<file path="src/rtl/tiny_calc_pkg.sv">
// Shared types and helpers for the tiny calculator controller.
package tiny_calc_pkg;

  localparam int unsigned CALC_W = 4;
  localparam int unsigned RES_W  = 2 * CALC_W;
  localparam int unsigned SEG_W  = 7;
  localparam int unsigned CNT_W  = 2;

  typedef enum logic [1:0] {
    IDLE = 2'd0,
    EXEC = 2'd1,
    FIN  = 2'd2
  } calc_state_e;

  typedef enum logic {
    OP_ADD = 1'b0,
    OP_MUL = 1'b1
  } calc_op_e;

  // Active-low 7-segment decode, bit order gfedcba.
  function automatic logic [SEG_W-1:0] hex_to_seg7(input logic [CALC_W-1:0] d);
    logic [SEG_W-1:0] seg;
    case (d)
      4'h0:    seg = 7'b1000000;
      4'h1:    seg = 7'b1111001;
      4'h2:    seg = 7'b0100100;
      4'h3:    seg = 7'b0110000;
      4'h4:    seg = 7'b0011001;
      4'h5:    seg = 7'b0010010;
      4'h6:    seg = 7'b0000010;
      4'h7:    seg = 7'b1111000;
      4'h8:    seg = 7'b0000000;
      4'h9:    seg = 7'b0010000;
      4'hA:    seg = 7'b0001000;
      4'hB:    seg = 7'b0000011;
      4'hC:    seg = 7'b1000110;
      4'hD:    seg = 7'b0100001;
      4'hE:    seg = 7'b0000110;
      default: seg = 7'b0001110;
    endcase
    return seg;
  endfunction

endpackage

</file>
<file path="src/rtl/tiny_calc_ctrl_adder4.sv">
// Single shared 4-bit ripple adder used by both add and shift-add multiply.
module adder4
  import tiny_calc_pkg::*;
(
  input  logic [CALC_W-1:0] i_a,
  input  logic [CALC_W-1:0] i_b,
  output logic [CALC_W-1:0] o_sum,
  output logic              o_cout
);

  assign {o_cout, o_sum} = (CALC_W+1)'(i_a) + (CALC_W+1)'(i_b);

endmodule

</file>
<file path="src/rtl/tiny_calc_ctrl.sv">
// Key-triggered 4-bit add / shift-add multiply controller with 7-segment outputs.
module tiny_calc_ctrl
  import tiny_calc_pkg::*;
(
  input  logic               i_clk,
  input  logic               i_rst,
  input  logic [RES_W-1:0]   i_sw,
  input  logic               i_start,
  input  logic               i_op,
  output logic               o_busy,
  output logic               o_done,
  output logic [SEG_W-1:0]   o_hex0,
  output logic [SEG_W-1:0]   o_hex1,
  output logic [SEG_W-1:0]   o_hex2,
  output logic [SEG_W-1:0]   o_hex3
);

  localparam logic [1:0] S_IDLE = IDLE;
  localparam logic [1:0] S_EXEC = EXEC;
  localparam logic [1:0] S_FIN  = FIN;
  localparam logic [SEG_W-1:0] SEG_ZERO = 7'b1000000;

  logic [1:0]        r_state;
  logic [1:0]        w_state_nxt;
  logic              r_start_q;
  logic              r_armed;
  logic [CALC_W-1:0] r_a;
  logic [CALC_W-1:0] r_b;
  calc_op_e          r_op;
  logic [CALC_W-1:0] r_hi;
  logic [CALC_W-1:0] r_lo;
  logic [CNT_W-1:0]  r_cnt;
  logic [RES_W-1:0]  r_result;
  logic              r_busy;
  logic              r_done;
  logic [SEG_W-1:0]  r_hex0;
  logic [SEG_W-1:0]  r_hex1;
  logic [SEG_W-1:0]  r_hex2;
  logic [SEG_W-1:0]  r_hex3;

  logic              w_start_edge;
  logic              w_is_mul;
  logic              w_last;
  logic [CALC_W-1:0] w_add_a;
  logic [CALC_W-1:0] w_add_b;
  logic [CALC_W-1:0] w_sum;
  logic              w_cout;
  logic [CALC_W-1:0] w_mul_hi;
  logic [CALC_W-1:0] w_mul_lo;
  logic [RES_W-1:0]  w_result;

  // r_armed blocks a START that was already held through reset.
  assign w_start_edge = i_start & ~r_start_q & r_armed;
  assign w_is_mul     = (r_op == OP_MUL);
  assign w_last       = !w_is_mul || (r_cnt == CNT_W'(3));

  // Multiply feeds hi and (A or 0) into the adder; add feeds A and B.
  assign w_add_a = w_is_mul ? r_hi : r_a;
  assign w_add_b = w_is_mul ? (r_lo[0] ? r_a : '0) : r_b;

  adder4 u_adder (
    .i_a    (w_add_a),
    .i_b    (w_add_b),
    .o_sum  (w_sum),
    .o_cout (w_cout)
  );

  assign w_mul_hi = {w_cout, w_sum[CALC_W-1:1]};
  assign w_mul_lo = {w_sum[0], r_lo[CALC_W-1:1]};
  assign w_result = w_is_mul ? {w_mul_hi, w_mul_lo}
                             : {(CALC_W-1)'(0), w_cout, w_sum};

  always_ff @(posedge i_clk or posedge i_rst) begin
    if (i_rst) r_state <= S_IDLE;
    else       r_state <= w_state_nxt;
  end

  always_comb begin
    w_state_nxt = r_state;
    case (r_state)
      S_IDLE:  if (w_start_edge) w_state_nxt = S_EXEC;
      S_EXEC:  if (w_last) w_state_nxt = S_FIN;
      S_FIN:   w_state_nxt = S_IDLE;
      default: w_state_nxt = S_IDLE;
    endcase
  end

  always_ff @(posedge i_clk or posedge i_rst) begin
    if (i_rst) begin
      r_start_q <= 1'b0;
      r_armed   <= 1'b0;
      r_a       <= '0;
      r_b       <= '0;
      r_op      <= OP_ADD;
      r_hi      <= '0;
      r_lo      <= '0;
      r_cnt     <= '0;
      r_result  <= '0;
      r_busy    <= 1'b0;
      r_done    <= 1'b0;
      r_hex0    <= SEG_ZERO;
      r_hex1    <= SEG_ZERO;
      r_hex2    <= SEG_ZERO;
      r_hex3    <= SEG_ZERO;
    end else begin
      r_start_q <= i_start;
      if (!i_start) r_armed <= 1'b1;
      r_busy <= (w_state_nxt == S_EXEC);
      r_done <= (w_state_nxt == S_FIN);
      if ((r_state == S_IDLE) && w_start_edge) begin
        r_a    <= i_sw[CALC_W-1:0];
        r_b    <= i_sw[RES_W-1:CALC_W];
        r_op   <= calc_op_e'(i_op);
        r_hi   <= '0;
        r_lo   <= i_sw[RES_W-1:CALC_W];
        r_cnt  <= '0;
        r_hex0 <= hex_to_seg7(i_sw[CALC_W-1:0]);
        r_hex1 <= hex_to_seg7(i_sw[RES_W-1:CALC_W]);
      end
      if (r_state == S_EXEC) begin
        if (w_is_mul) begin
          r_hi  <= w_mul_hi;
          r_lo  <= w_mul_lo;
          r_cnt <= r_cnt + CNT_W'(1);
        end
        if (w_last) begin
          r_result <= w_result;
          r_hex2   <= hex_to_seg7(w_result[CALC_W-1:0]);
          r_hex3   <= hex_to_seg7(w_result[RES_W-1:CALC_W]);
        end
      end
    end
  end

  assign o_busy = r_busy;
  assign o_done = r_done;
  assign o_hex0 = r_hex0;
  assign o_hex1 = r_hex1;
  assign o_hex2 = r_hex2;
  assign o_hex3 = r_hex3;

endmodule

</file>
<file path="config.mk">
export PLATFORM = sky130hd
export DESIGN_NAME = tiny_calc_ctrl
export DESIGN_NICKNAME = d
export VERILOG_FILES = /design/src/rtl/tiny_calc_pkg.sv /design/src/rtl/tiny_calc_ctrl_adder4.sv /design/src/rtl/tiny_calc_ctrl.sv
export SDC_FILE = /design/constraint.sdc
export NUM_CORES = 1
export LEC_CHECK = 0
export ABC_AREA = 0
export ABC_CLOCK_PERIOD_IN_PS = 9070
export BUFFER_PORTS_ARGS = -buffer_cell sky130_fd_sc_hd__buf_2
export CAP_MARGIN = 20
export CORE_MARGIN = 3
export CORE_UTILIZATION = 33
export DETAILED_ROUTE_END_ITERATION = 10
export GPL_TIMING_DRIVEN = 0
export HOLD_SLACK_MARGIN = 0.1
export SYNTH_ARGS = -nofsm -noshare
export SYNTH_HDL_FRONTEND = slang
export SYNTH_HIERARCHICAL = 1
export SYNTH_SLANG_ARGS = --single-unit
export TNS_END_PERCENT = 100
</file>
<file path="constraint.sdc">
create_clock -name i_clk -period 9.07 [get_ports i_clk]
set_input_delay 0.4535 -clock i_clk [delete_from_list [all_inputs] [get_ports i_clk]]
set_output_delay 0.4535 -clock i_clk [all_outputs]
set_load 0.02 [all_outputs]
</file>
; ---- Word-level counts from Yosys, hierarchy flattened
; Memory sizes are Yosys's and may differ from the RTL's. A register that Yosys moved wholly into a read port is not among the register bits.
; Index checks and enable logic that the tools add are counted.
[op_classes]
n_addsub = 2
n_eq_ne = 4
mux = 16
bitwise_logic = 3
n_reduce_logical = 5
[op_table]
columns = cell, count
row1 = 4-bit two-way mux, 9
row2 = 2-bit two-way mux, 5
row3 = 8-bit two-way mux, 1
row4 = 4-bit by 4-bit adder with 5-bit output, 1
row5 = "2-bit by 1-bit == test with 1-bit output, second input constant", 2
row6 = "2-bit == test, second input constant", 2
row7 = 2-bit one-hot mux with 2 select lines, 1
row8 = "2-bit by 1-bit adder with 2-bit output, second input constant", 1
row9 = 1-bit bitwise AND, 2
row10 = 2-bit zero test, 1
row11 = 2-bit AND reduction, 1
row12 = 1-bit logical AND, 1
row13 = 1-bit zero test, 1
row14 = 1-bit logical OR, 1
row15 = 1-bit NOT, 1
[totals]
reg_bits = 25
romBits = 448
input_bits = 12
wordCells = 45
n_memories = 4
[memory_table]
columns = name, depth, width, read_ports, rd_clocked_by_memory_dff, wr, line
row1 = (name not given), 16, 7, 1, 1, 0, tiny_calc_pkg.sv:23  ; case (d)
row2 = (name not given), 16, 7, 1, 1, 0, tiny_calc_pkg.sv:23
row3 = (name not given), 16, 7, 1, 1, 0, tiny_calc_pkg.sv:23
row4 = (name not given), 16, 7, 1, 1, 0, tiny_calc_pkg.sv:23

; ---- Depth between registers and ports, before layout
[depth]
depth_word = 7
ltp_mapped = 21

; ---- Cells and area by module
; Netlist, hierarchy kept.
[modules_own_cells]
columns = module, instances, cells_each, area_per_inst_um2, seq_area_each_um2
row1 = tiny_calc_ctrl, 1, 370, 3392.0, 1331.3
row2 = adder4, 1, 16, 136.4, 0.0

; ---- Worst setup path after synthesis
; OpenSTA, ideal clock, no wires.
[synth_timing]
path_kind = reg-to-reg
startpoint = register r_op
endpoint = register r_hex3[5] (netlist: o_hex3[5])
setup_time_ns = 0.119
arrival_ns = 3.192
required_ns = 8.951
setup_slack_ns = 5.760
path_stages_with_launch = 21
synth_period_minus_slack_ns = 3.310
cell_sequence = dfrtp_1 -> buf_6 -> buf_6 -> buf_4 -> buf_2 -> mux2_2 -> ha_1 -> inv_1 -> fa_1 -> nor2b_1 -> o21ai_0 -> nand2b_1 -> buf_2 -> nor2b_1 -> a21oi_1 -> inv_1 -> ha_1 -> nand2_1 -> o21a_1 -> o221ai_1 -> o21a_1
[synth_via]
elab_chain_len = 3
[synth_lines]
columns = element, line
row1 = from (decl), tiny_calc_ctrl.sv:29  ; calc_op_e r_op;
row2 = from (signal assigned), tiny_calc_ctrl.sv:113  ; r_op <= calc_op_e'(i_op);
row3 = 4-bit two-way mux, tiny_calc_ctrl.sv:58  ; assign w_add_a = w_is_mul ? r_hi : r_a;
row4 = named net w_add_a[0], tiny_calc_ctrl.sv:44  ; logic [CALC_W-1:0] w_add_a;
row5 = 4-bit by 4-bit adder with 5-bit output, tiny_calc_ctrl_adder4.sv:11  ; assign {o_cout, o_sum} = (CALC_W+1)'(i_a) + (CALC_W+1)'(i_b);
row6 = named net w_cout, tiny_calc_ctrl.sv:47  ; logic w_cout;
row7 = 8-bit two-way mux, tiny_calc_ctrl.sv:70  ; assign w_result = w_is_mul ? {w_mul_hi, w_mul_lo}
row8 = to (decl), tiny_calc_ctrl.sv:39  ; logic [SEG_W-1:0] r_hex3;
; The timed path passes the listed nets, and every way through them passes these cells.
; A chain may end at the register's enable or synchronous reset.

; ---- Final worst setup path
; Same ends and word-level chain as after synthesis.

==> metrics.md <==
| Metric | Value |
|---|---|
| P_leak | `approximately 2 nW` |
| Placer Congestion | `0.862` |
| Fin. max-slew vios | `0` |
| Grt ovf | `0` |
| Port-buffer cells | `a little over 40` |
| CTS tree | `yes` |
| # fillers | `1088` |
| Layout cells sized above 1 | `between 20% and 30%` |
| CP max-delay cell | `mux2_2` |
| CP endpoint kind | `register` |
| Layout net count | `478` |
| Mapped cell area | `3530 sq um` |
| Clock Latency Late Sink | `0.31 ns` |
| Core area | `10400 sq um` |
| Post-synthesis sequential area ratio | `37.7%` |
| Drt wl/cell | `14.3 um` |
| Final Instance Count excl. Fillers | `approximately 570` |
| Ys Warns | `6` |
| FF/Latch Area | `between 1000 and 1500 sq um` |
| Status | `completed` |
| Final core occ | `38.8%` |
| DRT Pass-1 Iters | `4` |
| First-pass GRT wire length | `13.7 mm` |
| CTS buffer count | `5` |
| Initial antenna violation count | `0` |
| Startpoint types | `register` |
| Synth cell types | `between 50 and 60` |
| Fmax | `259 MHz` |
| Number of global-route vias before repair | `2807` |
| Final antenna-violating net count | `0` |
| Worst vdd rail ir drop | `0.161 mV` |
| Clock Tree Root | `clkbuf_8` |
| CP max stage delay | `0.37 ns` |
| Critical path data required time | `9.27 ns` |
| Period utilisation layout | `approximately 43%` |
| Initial Util | `between 30% and 40%` |
| Vias per cell | `4.99` |
| Core Rows | `37` |
| Number of synthesized register bits | `between 50 and 60` |
| CTS H-Tree Depth | `2` |
| Height of the chip | `109 um` |
| DR DRC count | `0` |
| Hpwl dp | `6.21 mm` |
| TritonCTS Sinks | `53` |
| Antenna Cells | `0` |
| Vias | `2856` |
| Bufs and invs on worst path | `7` |
| Die Width | `109 um` |
| # placed instances | `about 560` |
| Syn avg cell area | `9.14 sq um` |
| Min cycle time layout | `3.86 ns` |
| Max Cap Viol | `0` |
| Worst relative slew slack | `63.3%` |
| CP Class | `reg2reg` |
| Gr usage total | `14.2%` |
| Min-delay worst type | `in2reg` |
| Final Skew | `approximately 0.0088 ns` |
| Arrival time worst endpoint | `4.06 ns` |
| CP top delay family | `buffers and inverters` |
| Top Ports | `42` |
| Final Hold Viols | `0` |
| DRT iter0 DRCs | `129` |
| Setup TNS | `0 ns` |
| Cells after Synth | `386` |
| Area grow syn2layout | `13.9%` |
| Crit-path cells | `buf_6 > buf_6 > buf_4 > buf_2 > mux2_2 > ha_1 > inv_1 > fa_1 > nor2b_1 > o21ai_0 > nand2b_1 > buf_2 > nor2b_1 > a21oi_1 > inv_1 > ha_1 > nand2_1 > o21a_1 > o221ai_1 > o21a_1` |
| Clock buffer depth | `2` |
| Largest net degree at the start of global routing | `43` |
| Crit-path max FO | `10` |
| CTS resizes | `0` |
| Number of synthesized flops with an enable pin | `0` |
| Power Dens Cells | `417 nW/um^2` |
| CTS clock-pin slew for the worst setup and hold paths | `0.10 ns` |
| Async set-reset flop share out of synthesis | `100%` |
| Die Area | `roughly 12000 sq um` |
| # setup viols final | `0` |
| Final wirelength | `8.21 mm` |
| Prevailing post-synth register cell | `dfrtp_1` |
| RSZ-0062 raised after global routing | `false` |
| Synth Net Count | `428` |
| Worst Max-Slew Pin Slew | `0.547 ns` |
| Area taken by multi-input logic gates | `1920 sq um` |
==> state kept, by name, summed over array words and instances, names as in the netlist <==
| register | flops |
|---|---|
| o_hex0 | 7 |
| o_hex1 | 7 |
| o_hex2 | 7 |
| o_hex3 | 7 |
| r_a | 4 |
| r_b | 4 |
| r_hi | 4 |
| r_lo | 4 |
| r_cnt | 2 |
| r_state | 2 |
| o_busy | 1 |
| o_done | 1 |
| r_armed | 1 |
| r_op | 1 |
| r_start_q | 1 |
==> per-layer routing <==
layer | vias up | GRT usage (%) | share of wire, %
met5 | - | 0 | 0
met4 | 0 | 3.03 | 0.90
met3 | 6 | 2.58 | 3.8
met2 | 54 | 23.0 | 46
met1 | 1370 | 19.9 | 49
li1 | 1426 | - | -
==> cell usage after synthesis (9+ instances only) <==
| cell | n | area (sq um) |
|---|---|---|
| nand2_1 | 66 | 248 |
| nor2_1 | 20 | 75.1 |
| a21oi_1 | 18 | 90.1 |
| mux2_2 | 11 | 124 |
| ha_1 | 29 | 363 |
| o21ai_0 | 23 | 115 |
| dfrtp_1 | 49 | 1230 |
| buf_2 | 14 | 70.1 |
| nand3_1 | 11 | 55.1 |
| inv_1 | 24 | 90.1 |
| a31oi_1 | 9 | 56.3 |
| o21ai_2 | 12 | 105 |
==> worst paths after layout <==
check                           startpoint  slack (ns)  cells past startpoint         to
worst max-delay path                  r_op        5.21                     20  o_hex3[5]
worst min-delay path               i_start        0.27                      1  r_start_q
worst max register to register        r_op        5.21                     20  o_hex3[5]
worst min register to register     r_armed        0.48                      1    r_armed
max in group asynchronous            i_rst        7.89                      4  o_hex3[6]
min in group asynchronous            i_rst        0.61                      3  o_hex2[1]
==> cell usage in the layout (no fill, tap or decap), types with 3 or more instances in the layout <==
cell,netlist,routed
buf_2,14,55
nor3_1,5,5
inv_1,24,23
nand3b_1,4,4
mux2i_1,8,8
o21a_1,4,4
ha_1,29,29
o21ai_0,23,23
o22ai_1,3,3
a211oi_1,5,5
a22oi_1,3,3
a31oi_1,9,9
nand2b_1,7,7
nand3_1,11,11
o21ai_2,12,12
mux2_2,11,11
o21ai_1,3,3
clkbuf_1,4,4
clkbuf_8,0,5
nor2b_1,8,8
a21oi_1,18,18
a21o_1,3,3
dfstp_2,4,4
dfrtp_1,49,49
nor2_1,20,20
nand2_1,66,66
buf_6,6,6
o32a_1,3,3
==> logic make-up after synthesis <==
logic type               after synthesis  share of synthesized area, %
AO/OA/AOI/OAI                         99                          18.9
multiplexers                          21                          7.06
adder cells (fa/ha/maj)               30                          10.9
buffers and inverters                 51                          7.77
XOR/XNOR                               2                         0.497
flip-flops                            53                          37.7
AND/OR/NAND/NOR                      130                          17.2
==> layout make-up <==
class / count / area share [%]
clock inverter: 2 / 0.405
tap: 136 / 4.23
inverter: 25 / 2.33
timing repair buffer: 43 / 5.85
buffer: 26 / 4.48
clock buffer: 5 / 1.71
multi-input combinational: 282 / 47.9
sequential: 53 / 33.1
==> power breakdown <==
group          internal (mW)  switching, mW  total, mW
registers              0.340         0.0595      0.400
logic                  0.436          0.704       1.14
clock network         0.0535         0.0811      0.135
==> per-stage QoR <==
stage / hold WS (ns) / setup slack, ns / instance area [sq um] / power [mW]
CTS: 0.264 / 5.22 / 4020 / 1.67
global placement: 0.450 / 5.32 / 3900 / 1.51
detailed placement: 0.410 / 5.25 / 3920 / 1.53
global route: 0.248 / 4.91 / 4020 / 1.84
finish: 0.271 / 5.21 / 4020 / 1.67
floorplan: 0.435 / 5.76 / 3530 / 1.25
==> timing repair <==
item,4_1_cts,5_1_grt
hold buffers,1,0
hold endpoints to repair,10,0
setup buffers,0,0
(Power assumes the default switching activity.)
